[src/rtl/mar_burst_if.sv]
// Bus bundle between the W bus / RAM side and the MAR.
// The slave modport is the MAR's view of the bundle.
interface mar_burst_if #(
  parameter int AW   = 4,
  parameter int BL_W = 4
);
  logic            Lm_bar;
  logic            Inc_bar;
  logic            Dec_bar;
  logic [AW-1:0]   mar_input;
  logic            burst_start;
  logic [BL_W-1:0] burst_len;
  logic            ram_ready;
  logic [AW-1:0]   mar_output;
  logic            burst_valid;
  logic            burst_busy;
  logic            burst_done;
  logic            ovf;

  modport slave (
    input  Lm_bar, Inc_bar, Dec_bar, mar_input,
    input  burst_start, burst_len, ram_ready,
    output mar_output, burst_valid, burst_busy,
    output burst_done, ovf
  );

  modport master (
    output Lm_bar, Inc_bar, Dec_bar, mar_input,
    output burst_start, burst_len, ram_ready,
    input  mar_output, burst_valid, burst_busy,
    input  burst_done, ovf
  );
endinterface

[src/rtl/mar_burst.sv]
// SAP memory address register with inc/dec, wrap or
// saturate policy, sticky overflow and a burst engine.
module mar_burst #(
  parameter int            AW         = 4,
  parameter logic [AW-1:0] RESET_ADDR = {AW{1'b1}},
  parameter int            BL_W       = 4,
  parameter bit            WRAP       = 1'b1
) (
  input logic         CLK,
  input logic         CLR_bar,
  mar_burst_if.slave  bus
);

  localparam logic [0:0] IDLE  = 1'b0;
  localparam logic [0:0] BURST = 1'b1;
  localparam logic [AW-1:0] ONE = AW'(1);
  localparam logic [BL_W-1:0] BONE = BL_W'(1);

  logic [AW-1:0]   addr_q, addr_d;
  logic [0:0]      state_q, state_d;
  logic [BL_W-1:0] rem_q, rem_d;
  logic            done_q, done_d;
  logic            ovf_q, ovf_d;

  logic            at_max, at_min;
  logic [AW-1:0]   addr_inc, addr_dec;

  // Step candidates; saturation holds the edge value.
  always_comb begin
    at_max   = (addr_q == {AW{1'b1}});
    at_min   = (addr_q == '0);
    addr_inc = addr_q + ONE;
    addr_dec = addr_q - ONE;
    if (at_max && !WRAP) addr_inc = addr_q;
    if (at_min && !WRAP) addr_dec = addr_q;
  end

  // Next-state: IDLE control priority and burst stepping.
  always_comb begin
    addr_d  = addr_q;
    state_d = state_q;
    rem_d   = rem_q;
    done_d  = 1'b0;
    ovf_d   = ovf_q;
    unique case (state_q)
      IDLE: begin
        if (!bus.Lm_bar) begin
          addr_d = bus.mar_input;
          ovf_d  = 1'b0;
        end else if (bus.burst_start) begin
          if (bus.burst_len != '0) begin
            rem_d   = bus.burst_len;
            state_d = BURST;
          end
        end else if (!bus.Inc_bar && bus.Dec_bar) begin
          addr_d = addr_inc;
          ovf_d  = ovf_q | at_max;
        end else if (!bus.Dec_bar && bus.Inc_bar) begin
          addr_d = addr_dec;
          ovf_d  = ovf_q | at_min;
        end
      end
      BURST: begin
        if (!bus.Lm_bar) begin
          addr_d  = bus.mar_input;
          ovf_d   = 1'b0;
          state_d = IDLE;
          rem_d   = '0;
        end else if (bus.ram_ready) begin
          addr_d = addr_inc;
          ovf_d  = ovf_q | at_max;
          rem_d  = rem_q - BONE;
          if (rem_q == BONE) begin
            state_d = IDLE;
            done_d  = 1'b1;
          end
        end
      end
      default: state_d = IDLE;
    endcase
  end

  // State registers with asynchronous active-low clear.
  always_ff @(posedge CLK or negedge CLR_bar) begin
    if (!CLR_bar) begin
      addr_q  <= RESET_ADDR;
      state_q <= IDLE;
      rem_q   <= '0;
      done_q  <= 1'b0;
      ovf_q   <= 1'b0;
    end else begin
      addr_q  <= addr_d;
      state_q <= state_d;
      rem_q   <= rem_d;
      done_q  <= done_d;
      ovf_q   <= ovf_d;
    end
  end

  assign bus.mar_output  = addr_q;
  assign bus.burst_valid = (state_q == BURST);
  assign bus.burst_busy  = (state_q == BURST);
  assign bus.burst_done  = done_q;
  assign bus.ovf         = ovf_q;

endmodule

[src/flat_wrapper.sv]
// flat-port wrapper written by rule: the top's interface ports become plain ports
module mar_burst_flat 
#(
  parameter int            AW         = 4,
  parameter logic [AW-1:0] RESET_ADDR = {AW{1'b1}},
  parameter int            BL_W       = 4,
  parameter bit            WRAP       = 1'b1
)
  (CLK, CLR_bar, bus_Lm_bar, bus_Inc_bar, bus_Dec_bar, bus_mar_input, bus_burst_start, bus_burst_len, bus_ram_ready, bus_mar_output, bus_burst_valid, bus_burst_busy, bus_burst_done, bus_ovf);
  mar_burst_if #(.AW(AW), .BL_W(BL_W)) bus_i ();
  input logic CLK;
  input logic CLR_bar;
  input wire logic [$bits(bus_i.Lm_bar)-1:0] bus_Lm_bar;
  input wire logic [$bits(bus_i.Inc_bar)-1:0] bus_Inc_bar;
  input wire logic [$bits(bus_i.Dec_bar)-1:0] bus_Dec_bar;
  input wire logic [$bits(bus_i.mar_input)-1:0] bus_mar_input;
  input wire logic [$bits(bus_i.burst_start)-1:0] bus_burst_start;
  input wire logic [$bits(bus_i.burst_len)-1:0] bus_burst_len;
  input wire logic [$bits(bus_i.ram_ready)-1:0] bus_ram_ready;
  output wire logic [$bits(bus_i.mar_output)-1:0] bus_mar_output;
  output wire logic [$bits(bus_i.burst_valid)-1:0] bus_burst_valid;
  output wire logic [$bits(bus_i.burst_busy)-1:0] bus_burst_busy;
  output wire logic [$bits(bus_i.burst_done)-1:0] bus_burst_done;
  output wire logic [$bits(bus_i.ovf)-1:0] bus_ovf;
  assign bus_i.Lm_bar = bus_Lm_bar;
  assign bus_i.Inc_bar = bus_Inc_bar;
  assign bus_i.Dec_bar = bus_Dec_bar;
  assign bus_i.mar_input = bus_mar_input;
  assign bus_i.burst_start = bus_burst_start;
  assign bus_i.burst_len = bus_burst_len;
  assign bus_i.ram_ready = bus_ram_ready;
  assign bus_mar_output = bus_i.mar_output;
  assign bus_burst_valid = bus_i.burst_valid;
  assign bus_burst_busy = bus_i.burst_busy;
  assign bus_burst_done = bus_i.burst_done;
  assign bus_ovf = bus_i.ovf;
  mar_burst #(.AW(AW), .RESET_ADDR(RESET_ADDR), .BL_W(BL_W), .WRAP(WRAP)) u_core (.CLK(CLK), .CLR_bar(CLR_bar), .bus(bus_i));
endmodule
[config.mk]
export PLATFORM = sky130hd
export DESIGN_NAME = mar_burst_flat
export DESIGN_NICKNAME = d
export VERILOG_FILES = /design/src/rtl/mar_burst_if.sv /design/src/rtl/mar_burst.sv /design/src/flat_wrapper.sv
export SDC_FILE = /design/constraint.sdc
export NUM_CORES = 1
export LEC_CHECK = 0
export BUFFER_PORTS_ARGS = -buffer_cell sky130_fd_sc_hd__buf_2
export CAP_MARGIN = 20
export CORE_MARGIN = 2
export CORE_UTILIZATION = 39
export CTS_CLUSTER_SIZE = 8
export DETAILED_ROUTE_END_ITERATION = 8
export MAX_ROUTING_LAYER = met4
export SLEW_MARGIN = 15
export SYNTH_ARGS = -nofsm -noshare
export SYNTH_HDL_FRONTEND = slang
export SYNTH_SLANG_ARGS = --single-unit
export TNS_END_PERCENT = 1
[constraint.sdc]
create_clock -name CLK -period 1.94 [get_ports CLK]
set_clock_uncertainty 0.15 [all_clocks]
set_input_delay 0 -clock CLK [delete_from_list [all_inputs] [get_ports CLK]]
set_output_delay 0 -clock CLK [all_outputs]
set_load 0.01 [all_outputs]
==> impl_results.md, run 1 <==
- Top cells by count, synth: dfrtp_1 (7), inv_1 (7), nand2_1 (7)
- Area occupied by multi-input gates: 490.5 µm²
- Unrepaired setup endpoints after global routing: no
- Die Ht: 50.09 µm
- Startpoint types: register
- Rel. slew slack: 75.73%
- Setup Viol. Count Final: 0
- Placed inst area: 955.9 µm²
- Synth warn: 0
- Int Power: 590.7 µW
- Mapped Nets: 108
- Ports: 23
- Sum Neg Setup Slack: 0 ns
- Syn_area_per_cell: 9.412 µm²
- Compound-Gate Fraction of Synth Area: 18.58%
- Layout area overhead: 30.66%
- Synth unique cells: 39
- Post-route cell area: 0.001082 mm²
- # resized after CTS: 0
- Core area: 0.001982 mm²
- Post-layout util: 54.61%
- Layout cells sized above 1: 31.40%
- Switch Pwr: 349.0 µW
- Logic gate share of total power: 41.6%
- Postcts setup bufs: 0
- Post-Synth XOR/XNOR Area: 4.230%
- Post-Synth Adder-Cell Area: 7.553%
- Routed wire length: 1933 µm
- Via/cell ratio: 5.149
- CTS tree: built
- R2r setup slk: 0.21 ns
- GP Congestion: 0.7799
- Clock network fraction of total power: 17.2%
- Main flop type after synthesis: dfrtp_1
- Congestion Overflow GR: 0
- Power Density: 868.2 mW/mm²
- Largest cells by area after synthesis: dfrtp_1 (21%), dfstp_2 (13%), ha_1 (7.6%), mux2i_1 (7.3%), mux2_2 (4.1%)
- Post-layout min period: 1.734 ns
- Area share of the largest cell type after synthesis: 21.15%
- DRC violations left: 0
- Fin cells: 148
- Port-buffer cells: 22
- Crit Path Max Fanout: 7
- Async SR Flop Fraction: 100.0%
- Post-synth EDFFs: 0
- WL/cell: 13.06 µm
- Clk_lat worst skew: 0.27 ns
- Clock-pin slew on the worst setup and hold paths: 0.08 ns
- Largest net degree at the start of global routing: 14
- LEAKAGE: 0.0005163 µW
- Post-route ant nets: 0
- CTS Buf Count: 3
- Worst Hold Class: input pin to register
- Final HPWL DP: 1394 µm
- Simple-gate share of the synthesized area: 17.52%
- Initial antenna violation count: 0
- Register area share after synthesis: 33.84%
- Cells after synthesis: 88
- Max-Cap Viols: 0
- Switching Share: 37.14%
- First-pass GRT wire length: 3346 µm
- Fmax: 576.8 MHz
- Die Width: 50.09 µm
- Part of the power in registers: 41.3%
- Register Area: 280.3 µm²
- CTS Sinks: 11
- Mapped cell area: 828.3 µm²
- DR vias: 762
- 1st-iter DRT viols: 20
- Main combinational cell family by area after synthesis: compound AO/OA/AOI/OAI gates
- Yosys reg bits: 11
- Final Hold Violating Endpoints: 0
- Root Driver: clkbuf_4
- Final-stage net count: 142
- Post-route clock period utilization: 89.37%
- Final Max Tran Viols: 0
- # diodes: 0
- H-Tree Depth: 1
- Pre-Repair DR Iteration Count: 4
- Buffer depth of the longest clock path: 2
- Fill count: 182
- Outcome: finished clean
- WS Path Type: register to register
- Worst VDD drop: 0.0004822 V
- Multiplexer share of the synthesized area: 11.33%
- Placed Cells: 134
- Tot Pwr: 939.7 µW
- Total die area: 0.002509 mm²
- Critical Path RT: 2.00 ns
- Vias in the first global route: 741
- Row cnt: 16
- Critical Path AT: 1.79 ns
- Worst-Margin Slew: 0.3590 ns
- GRT Util Overall: 17.99%
- Initial core utilization: 41.79%
- Area leader, netlist: dfrtp_1
- Crit path capture type: register
[sequential cells by signal (all words and copies together), names as in the netlist]
signal / flops
u_core.bus.burst_done: 1
u_core.bus.ovf: 1
u_core.bus.mar_output: 4
u_core.rem_q: 4
u_core.bus.burst_busy: 1
[worst max-delay path, stage by stage, from the launching register on]
cell	delay, ns
dfstp_2	0.40
inv_1	0.09
ha_1	0.17
or4b_4	0.47
o22ai_1	0.13
nor2b_1	0.15
o21a_1	0.11
[cell families (layout without fill, tap and decap cells)]
group,after synthesis,after routing
AO/OA/AOI/OAI,22,22
XOR/XNOR,4,4
adder cells (fa/ha/maj),5,5
buffers and inverters,12,45
flip-flops,11,11
multiplexers,9,9
AND/OR/NAND/NOR,25,25
[power by group through the flow]
stage	registers, µW	clock network, µW	logic, µW
2_1_floorplan	368	0	296
3_3_place_gp	387	0	366
3_5_place_dp	392	0	372
4_1_cts	387	167	390
5_1_grt	405	182	439
6_report	388	161	391
[per-stage QoR]
step | worst slack [ns] | hold WS, ns
after floorplan | 0.2946 | -0.4456
after detailed placement | 0.2462 | -0.2601
after global routing | 0.06951 | 0.03882
final | 0.2063 | 0.008811
after global placement | 0.2418 | -0.2645
after CTS | 0.2171 | 0.01047
[final cells by class]
class	instances	share of cell area [%]
Tap cell	27	3.121
Sequential cell	11	25.90
Clock buffer	4	2.428
Timing Repair Buffer	34	20.81
Inverter	7	2.428
Multi-Input combinational cell	65	45.32
[repair_timing]
item,CTS,global route
hold buffers,10,0
setup endpoints to repair,0,0
endpoints found under the hold margin,19,0
[layout by cell type (no fill, tap or decap), types with 4 or more instances in the layout]
cell type,n
buf_2,22
o21ai_0,4
inv_1,7
dlygate4sd3_1,10
dfstp_2,4
nand2_1,7
o22ai_1,4
mux2i_1,6
dfrtp_1,7
ha_1,5
nor2_1,4
[per-layer routing]
layer  track usage [%]  share of wire [%]  vias to the layer above
met5                 -                  0                        -
met2             25.66                 45                       19
met1             25.00                 50                      355
li1                  -                  -                      383
met4             7.870                2.2                        0
met3             2.727                3.5                        5
[worst paths after layout]
path | cells past startpoint | to | start
max reg2reg | 6 | u_core.bus.ovf | u_core.bus.mar_output[0]
min reg2reg | 1 | u_core.bus.ovf | u_core.bus.ovf
max in group asynchronous | 3 | u_core.bus.burst_done | CLR_bar
max | 6 | u_core.bus.ovf | u_core.bus.mar_output[0]
min | 4 | u_core.rem_q[2] | bus_ram_ready
min in group asynchronous | 2 | u_core.bus.mar_output[3] | CLR_bar
Power figures use the tool's default switching activity.
==> inputs of run 2 (changes only) <==
- HOLD_SLACK_MARGIN: default -> 0.15
==> impl_results.md, run 2 (synthesized netlist as in run 1, its figures left out) <==
- Die Width: 50.09 µm (unchanged)
- Crit Path Max Fanout: 6 (-1)
- Setup Viol. Count Final: 0 (unchanged)
- Clk_lat worst skew: 0.27 ns (about the same)
- Fin cells: 154 (+4.1%)
- Critical Path AT: 1.82 ns (+0.03 ns)
- CTS tree: built
- LEAKAGE: 0.0005414 µW (+4.9%)
- Die Ht: 50.09 µm (unchanged)
- Pre-Repair DR Iteration Count: 4 (unchanged)
- Clock-pin slew on the worst setup and hold paths: 0.07 ns (about the same)
- 1st-iter DRT viols: 22 (+10%)
- Worst-Margin Slew: 0.3554 ns (-0.003629 ns)
- Root Driver: clkbuf_4
- Worst Hold Class: input pin to register
- Commonest non-fill, non-tap cells in the layout: buf_2 (22), dlygate4sd3_1 (16), inv_1 (7), nand2_1 (7), dfrtp_1 (7)
- H-Tree Depth: 1 (unchanged)
- Power Density: 836.2 mW/mm² (-3.7%)
- Final Max Tran Viols: 0 (unchanged)
- Startpoint types: input pin
- Post-route clock period utilization: 90.61% (+1.2 points)
- Vias in the first global route: 785 (+5.9%)
- WP buf/inv: 2 (+1)
- CP max-delay cell: dlygate4sd3_1
- Largest net degree at the start of global routing: 14 (unchanged)
- Postcts setup bufs: 0 (unchanged)
- Unrepaired setup endpoints after global routing: no
- Layout area overhead: 37.92%
- Core area: 0.001982 mm² (unchanged)
- Layout cells sized above 1: 29.92% (-1.5 points)
- CTS Buf Count: 3 (unchanged)
- Initial antenna violation count: 0 (unchanged)
- Tot Pwr: 955.3 µW (+1.7%)
- Top Family by Delay on Critical Path: simple AND/OR/NAND/NOR gates
- Sum Neg Setup Slack: 0 ns (unchanged)
- # resized after CTS: 0 (unchanged)
- Row cnt: 16 (unchanged)
- Worst VDD drop: 0.0004910 V (+1.8%)
- Ports: 23 (unchanged)
- Outcome: finished clean
- Fill count: 172 (-5.5%)
- Placed inst area: 955.9 µm² (unchanged)
- WL/cell: 13.41 µm (+2.7%)
- Post-layout min period: 1.758 ns (+0.02412 ns)
- CP Cell Sequence: dlygate4sd3_1 > buf_2 > ha_1 > or4b_4 > o22ai_1 > nor2b_1 > o21a_1
- DR vias: 783 (+2.8%)
- Initial core utilization: 41.79% (unchanged)
- # diodes: 0 (unchanged)
- Rel. slew slack: 75.98% (+0.25 points)
- Port-buffer cells: 22 (unchanged)
- Fmax: 568.9 MHz (-1.4%)
- Via/cell ratio: 5.084 (-1.2%)
- CTS Sinks: 11 (unchanged)
- Placed Cells: 134 (unchanged)
- DRC violations left: 0 (unchanged)
- Max-Cap Viols: 0 (unchanged)
- Final HPWL DP: 1394 µm (unchanged)
- Post-route ant nets: 0 (unchanged)
- Total die area: 0.002509 mm² (unchanged)
- Commonest non-fill, non-tap cell in the layout: buf_2
- Slowest stage delay, CP: 0.53 ns (+0.06 ns)
- GP Congestion: 0.7799 (unchanged)
- First-pass GRT wire length: 3539 µm (+5.8%)
- Final Hold Violating Endpoints: 0 (unchanged)
- WS Path Type: input pin to register
- Post-route cell area: 0.001142 mm² (+5.5%)
- Final-stage net count: 148 (+4.2%)
- Buffer depth of the longest clock path: 2 (unchanged)
- Crit path capture type: register
- GRT Util Overall: 19.10% (+1.1 points)
- Critical Path RT: 2.00 ns (about the same)
- Congestion Overflow GR: 0 (unchanged)
- Routed wire length: 2065 µm (+6.8%)
## run 2: cell types whose count changed in the layout (fill, tap and decap cells not counted), sizes merged
cell         before  now
dlygate4sd3      10   16
## run 2: where the power goes
part | leakage (µW) | total, µW | switching, µW | internal, µW
sequential | 0.000132 | 389 | 85.1 | 304
combinational | 0.000394 | 407 | 188 | 218
clock | 0.0000150 | 160 | 80.0 | 79.5
## run 2: what timing repair did
action | 4_1_cts | 5_1_grt
endpoints found under the hold margin | 22 | 0
hold buffers | 16 | 0
endpoints found under the setup margin | 0 | 0
## run 2: area by class of cell
cell class,instances,area (µm²),share of cell area (%)
Clock buffer,4,26.28,2.300
Inverter,7,26.28,2.300
Tap cell,27,33.78,2.957
Timing Repair Buffer,40,285.3,24.97
Multi-Input combinational cell,65,490.5,42.94
Sequential cell,11,280.3,24.53
## run 2: routing by layer
metal | wire, µm | GRT usage [%] | vias up | share of wire, %
met5 | 0 | - | - | 0
met4 | 14 | 7.407 | 0 | 0.68
met3 | 76 | 3.030 | 2 | 3.7
met2 | 975 | 28.95 | 18 | 47
met1 | 999 | 25.38 | 370 | 48
li1 | - | - | 393 | -
## run 2: metrics by stage
stage          setup WS (ns)  hold slack [ns]  util (%)
5_1_grt              0.06951           0.2017     57.64
3_3_place_gp          0.2418          -0.2645     48.23
4_1_cts               0.2024           0.1820     57.64
2_1_floorplan         0.2946          -0.4456         -
3_5_place_dp          0.2462          -0.2601     48.23
6_report              0.1821           0.1930     57.64
## run 2: path summary, 6_finish.rpt
| kind | from | end | slack, ns | depth (start not counted) |
|---|---|---|---|---|
| worst min-delay path | bus_Inc_bar | u_core.bus.mar_output[3] | 0.19 | 5 |
| worst max register to register | u_core.bus.mar_output[0] | u_core.bus.ovf | 0.20 | 6 |
| worst max-delay path | bus_Dec_bar | u_core.bus.ovf | 0.18 | 7 |
| max in group asynchronous | CLR_bar | u_core.rem_q[2] | 0.23 | 4 |
| min in group asynchronous | CLR_bar | u_core.bus.mar_output[2] | 0.66 | 3 |
| worst min register to register | u_core.bus.ovf | u_core.bus.ovf | 0.35 | 1 |
## run 2: tightest hold or removal path, cell delays in order
cell and delay (ns):
buf_2 0.10, inv_1 0.04, ha_1 0.14, nor4b_1 0.07, a211o_1 0.25
==> inputs of run 3 (changes only) <==
- CAP_MARGIN: 20 -> 5
- CORE_UTILIZATION: 39 -> 40
==> impl_results.md, run 3 (synthesized netlist as in run 1, its figures left out) <==
- Outcome: finished clean
- WL met3: 90 µm (+18%)
- Critical Path RT: 2.01 ns (about the same)
- Worst-Margin Slew: 0.3323 ns (-0.02306 ns)
- Postcts setup bufs: 0 (unchanged)
- Vias in the first global route: 736 (-6.2%)
- Met2 WL post-DR: 935 µm (-4.1%)
- CP endpoint: u_core.bus.mar_output[3]
- Core area: 0.001962 mm² (-1.0%)
- Reg2reg end: u_core.bus.ovf
- Layout area overhead: 39.88%
- Largest net degree at the start of global routing: 14 (unchanged)
- Worst Hold Class: input pin to register
- Placed inst area: 955.9 µm² (unchanged)
- Post-layout util: 59.06% (+1.4 points)
- Worst VDD drop: 0.0004833 V (-1.6%)
- WS Path Type: input pin to register
- Layout cells sized above 1: 30.47% (+0.55 points)
- CTS Buf Count: 3 (unchanged)
- Total die area: 0.002451 mm² (-2.3%)
- Initial core utilization: 42.22% (+0.43 points)
- Reg2Reg Launch Point: u_core.bus.mar_output[0]
- # diodes: 0 (unchanged)
- Max-Cap Viols: 0 (unchanged)
- Unrepaired setup endpoints after global routing: no
- LEAKAGE: 0.0005471 µW (+1.1%)
- Metal-1 WL: 936 µm (-6.3%)
- Crit Path Max Fanout: 2 (-4)
- Root Driver: clkbuf_4
- Clock-pin slew on the worst setup and hold paths: 0.08 ns (about the same)
- 1st-iter DRT viols: 42 (+91%)
- Setup Viol. Count Final: 0 (unchanged)
- Commonest non-fill, non-tap cell in the layout: buf_2
- Final Hold Violating Endpoints: 0 (unchanged)
- Fin cells: 155 (+0.65%)
- WL/cell: 12.88 µm (-4.0%)
- CTS Sinks: 11 (unchanged)
- Final Max Tran Viols: 0 (unchanged)
- Initial antenna violation count: 0 (unchanged)
- Via/cell ratio: 5.090 (+0.12%)
- DRC violations left: 0 (unchanged)
- Worst Setup SP: bus_Dec_bar
- Routed wire length: 1996 µm (-3.3%)
- Max layer used: met4
- Congestion Overflow GR: 0 (unchanged)
- Rel. slew slack: 77.77% (+1.8 points)
- Row cnt: 16 (unchanged)
- DR vias: 789 (+0.77%)
- Sum Neg Setup Slack: 0 ns (unchanged)
- GRT Util Overall: 18.16% (-0.94 points)
- Port-buffer cells: 22 (unchanged)
- First-pass GRT wire length: 3270 µm (-7.6%)
- Placed Cells: 134 (unchanged)
- Crit path capture type: register
- Critical Path AT: 1.94 ns (+0.12 ns)
- Final-stage net count: 149 (+0.68%)
- Post-route cell area: 0.001159 mm² (+1.4%)
- Commonest non-fill, non-tap cells in the layout: buf_2 (22), dlygate4sd3_1 (17), inv_1 (7), nand2_1 (7), dfrtp_1 (7)
- Final HPWL DP: 1303 µm (-6.5%)
- CTS tree: built
- Die Ht: 49.51 µm (-1.2%)
- Fmax: 534.4 MHz (-6.1%)
- Post-route ant nets: 0 (unchanged)
- R2r worst-path depth: 6 (unchanged)
- Fill count: 214 (+24%)
- Clk_lat worst skew: 0.27 ns (about the same)
- Post-route clock period utilization: 96.47% (+5.9 points)
- Pre-Repair DR Iteration Count: 4 (unchanged)
- Startpoint types: input pin
- GP Congestion: 0.8060 (+3.3%)
- Ports: 23 (unchanged)
- Die Width: 49.51 µm (-1.2%)
- Power Density: 820.1 mW/mm² (-1.9%)
- Buffer depth of the longest clock path: 2 (unchanged)
- Post-layout min period: 1.871 ns (+0.1136 ns)
- H-Tree Depth: 1 (unchanged)
- R2r setup slk: 0.20 ns (about the same)
## run 3: cell types whose count changed in the layout (fill, tap and decap cells not counted)
| cell | before | now |
|---|---|---|
| dlygate4sd3_1 | 16 | 17 |
| nor4b_1 | 2 | 1 |
| nor4b_2 | 0 | 1 |
## run 3: stage by stage
| step | power [µW] | hold WS (ns) | setup slack [ns] |
|---|---|---|---|
| final | 950.2 | 0.1978 | 0.06857 |
| after global routing | 1029 | 0.2380 | 0.03003 |
| after CTS | 950.5 | 0.1864 | 0.03094 |
| after detailed placement | 755.5 | -0.2593 | 0.2388 |
| after global placement | 750.0 | -0.2589 | 0.2719 |
| after floorplan | 664.1 | -0.4456 | 0.2946 |
## run 3: worst min path at each step
stage / start / end / slack [ns] / depth (start not counted)
2_1_floorplan: CLR_bar / u_core.bus.burst_busy / -0.45 / 0
3_3_place_gp: CLR_bar / u_core.bus.burst_done / -0.26 / 1
3_5_place_dp: CLR_bar / u_core.bus.ovf / -0.26 / 1
4_1_cts: bus_Inc_bar / u_core.bus.mar_output[2] / 0.19 / 5
5_1_grt: bus_Inc_bar / u_core.bus.mar_output[2] / 0.24 / 5
6_report: bus_Inc_bar / u_core.bus.mar_output[2] / 0.20 / 5
## run 3: layout make-up
type                    instances  area, µm²  share of cell area, %
repair buffers                 41      295.3                  25.49
well taps                      27      33.78                  2.916
multi-input cells              65      496.7                  42.87
flip-flops and latches         11      280.3                  24.19
inverters                       7      26.28                  2.268
clock buffers                   4      26.28                  2.268
## run 3: routing by layer
metal  global-route usage (%)  vias to the layer above
li1                         -                      396
met1                    23.66                      361
met2                    28.60                       28
met3                    2.727                        4
met4                    6.944                        0
met5                        -                        -
## run 3: worst max-delay path, cell delays in order
cell,delay (ns)
dlygate4sd3_1,0.53
buf_2,0.12
ha_1,0.30
dlygate4sd3_1,0.58
nor4b_2,0.26
a211o_1,0.15
## run 3: what timing repair did
item / in CTS / in global routing
endpoints found under the setup margin: 0 / 1
hold buffers: 17 / 0
resized for setup: 0 / 1
hold endpoints to repair: 22 / 0
## run 3: power by group
part	switching (µW)	internal, µW
clock	82.9	79.6
combinational	182	219
sequential	82.0	304
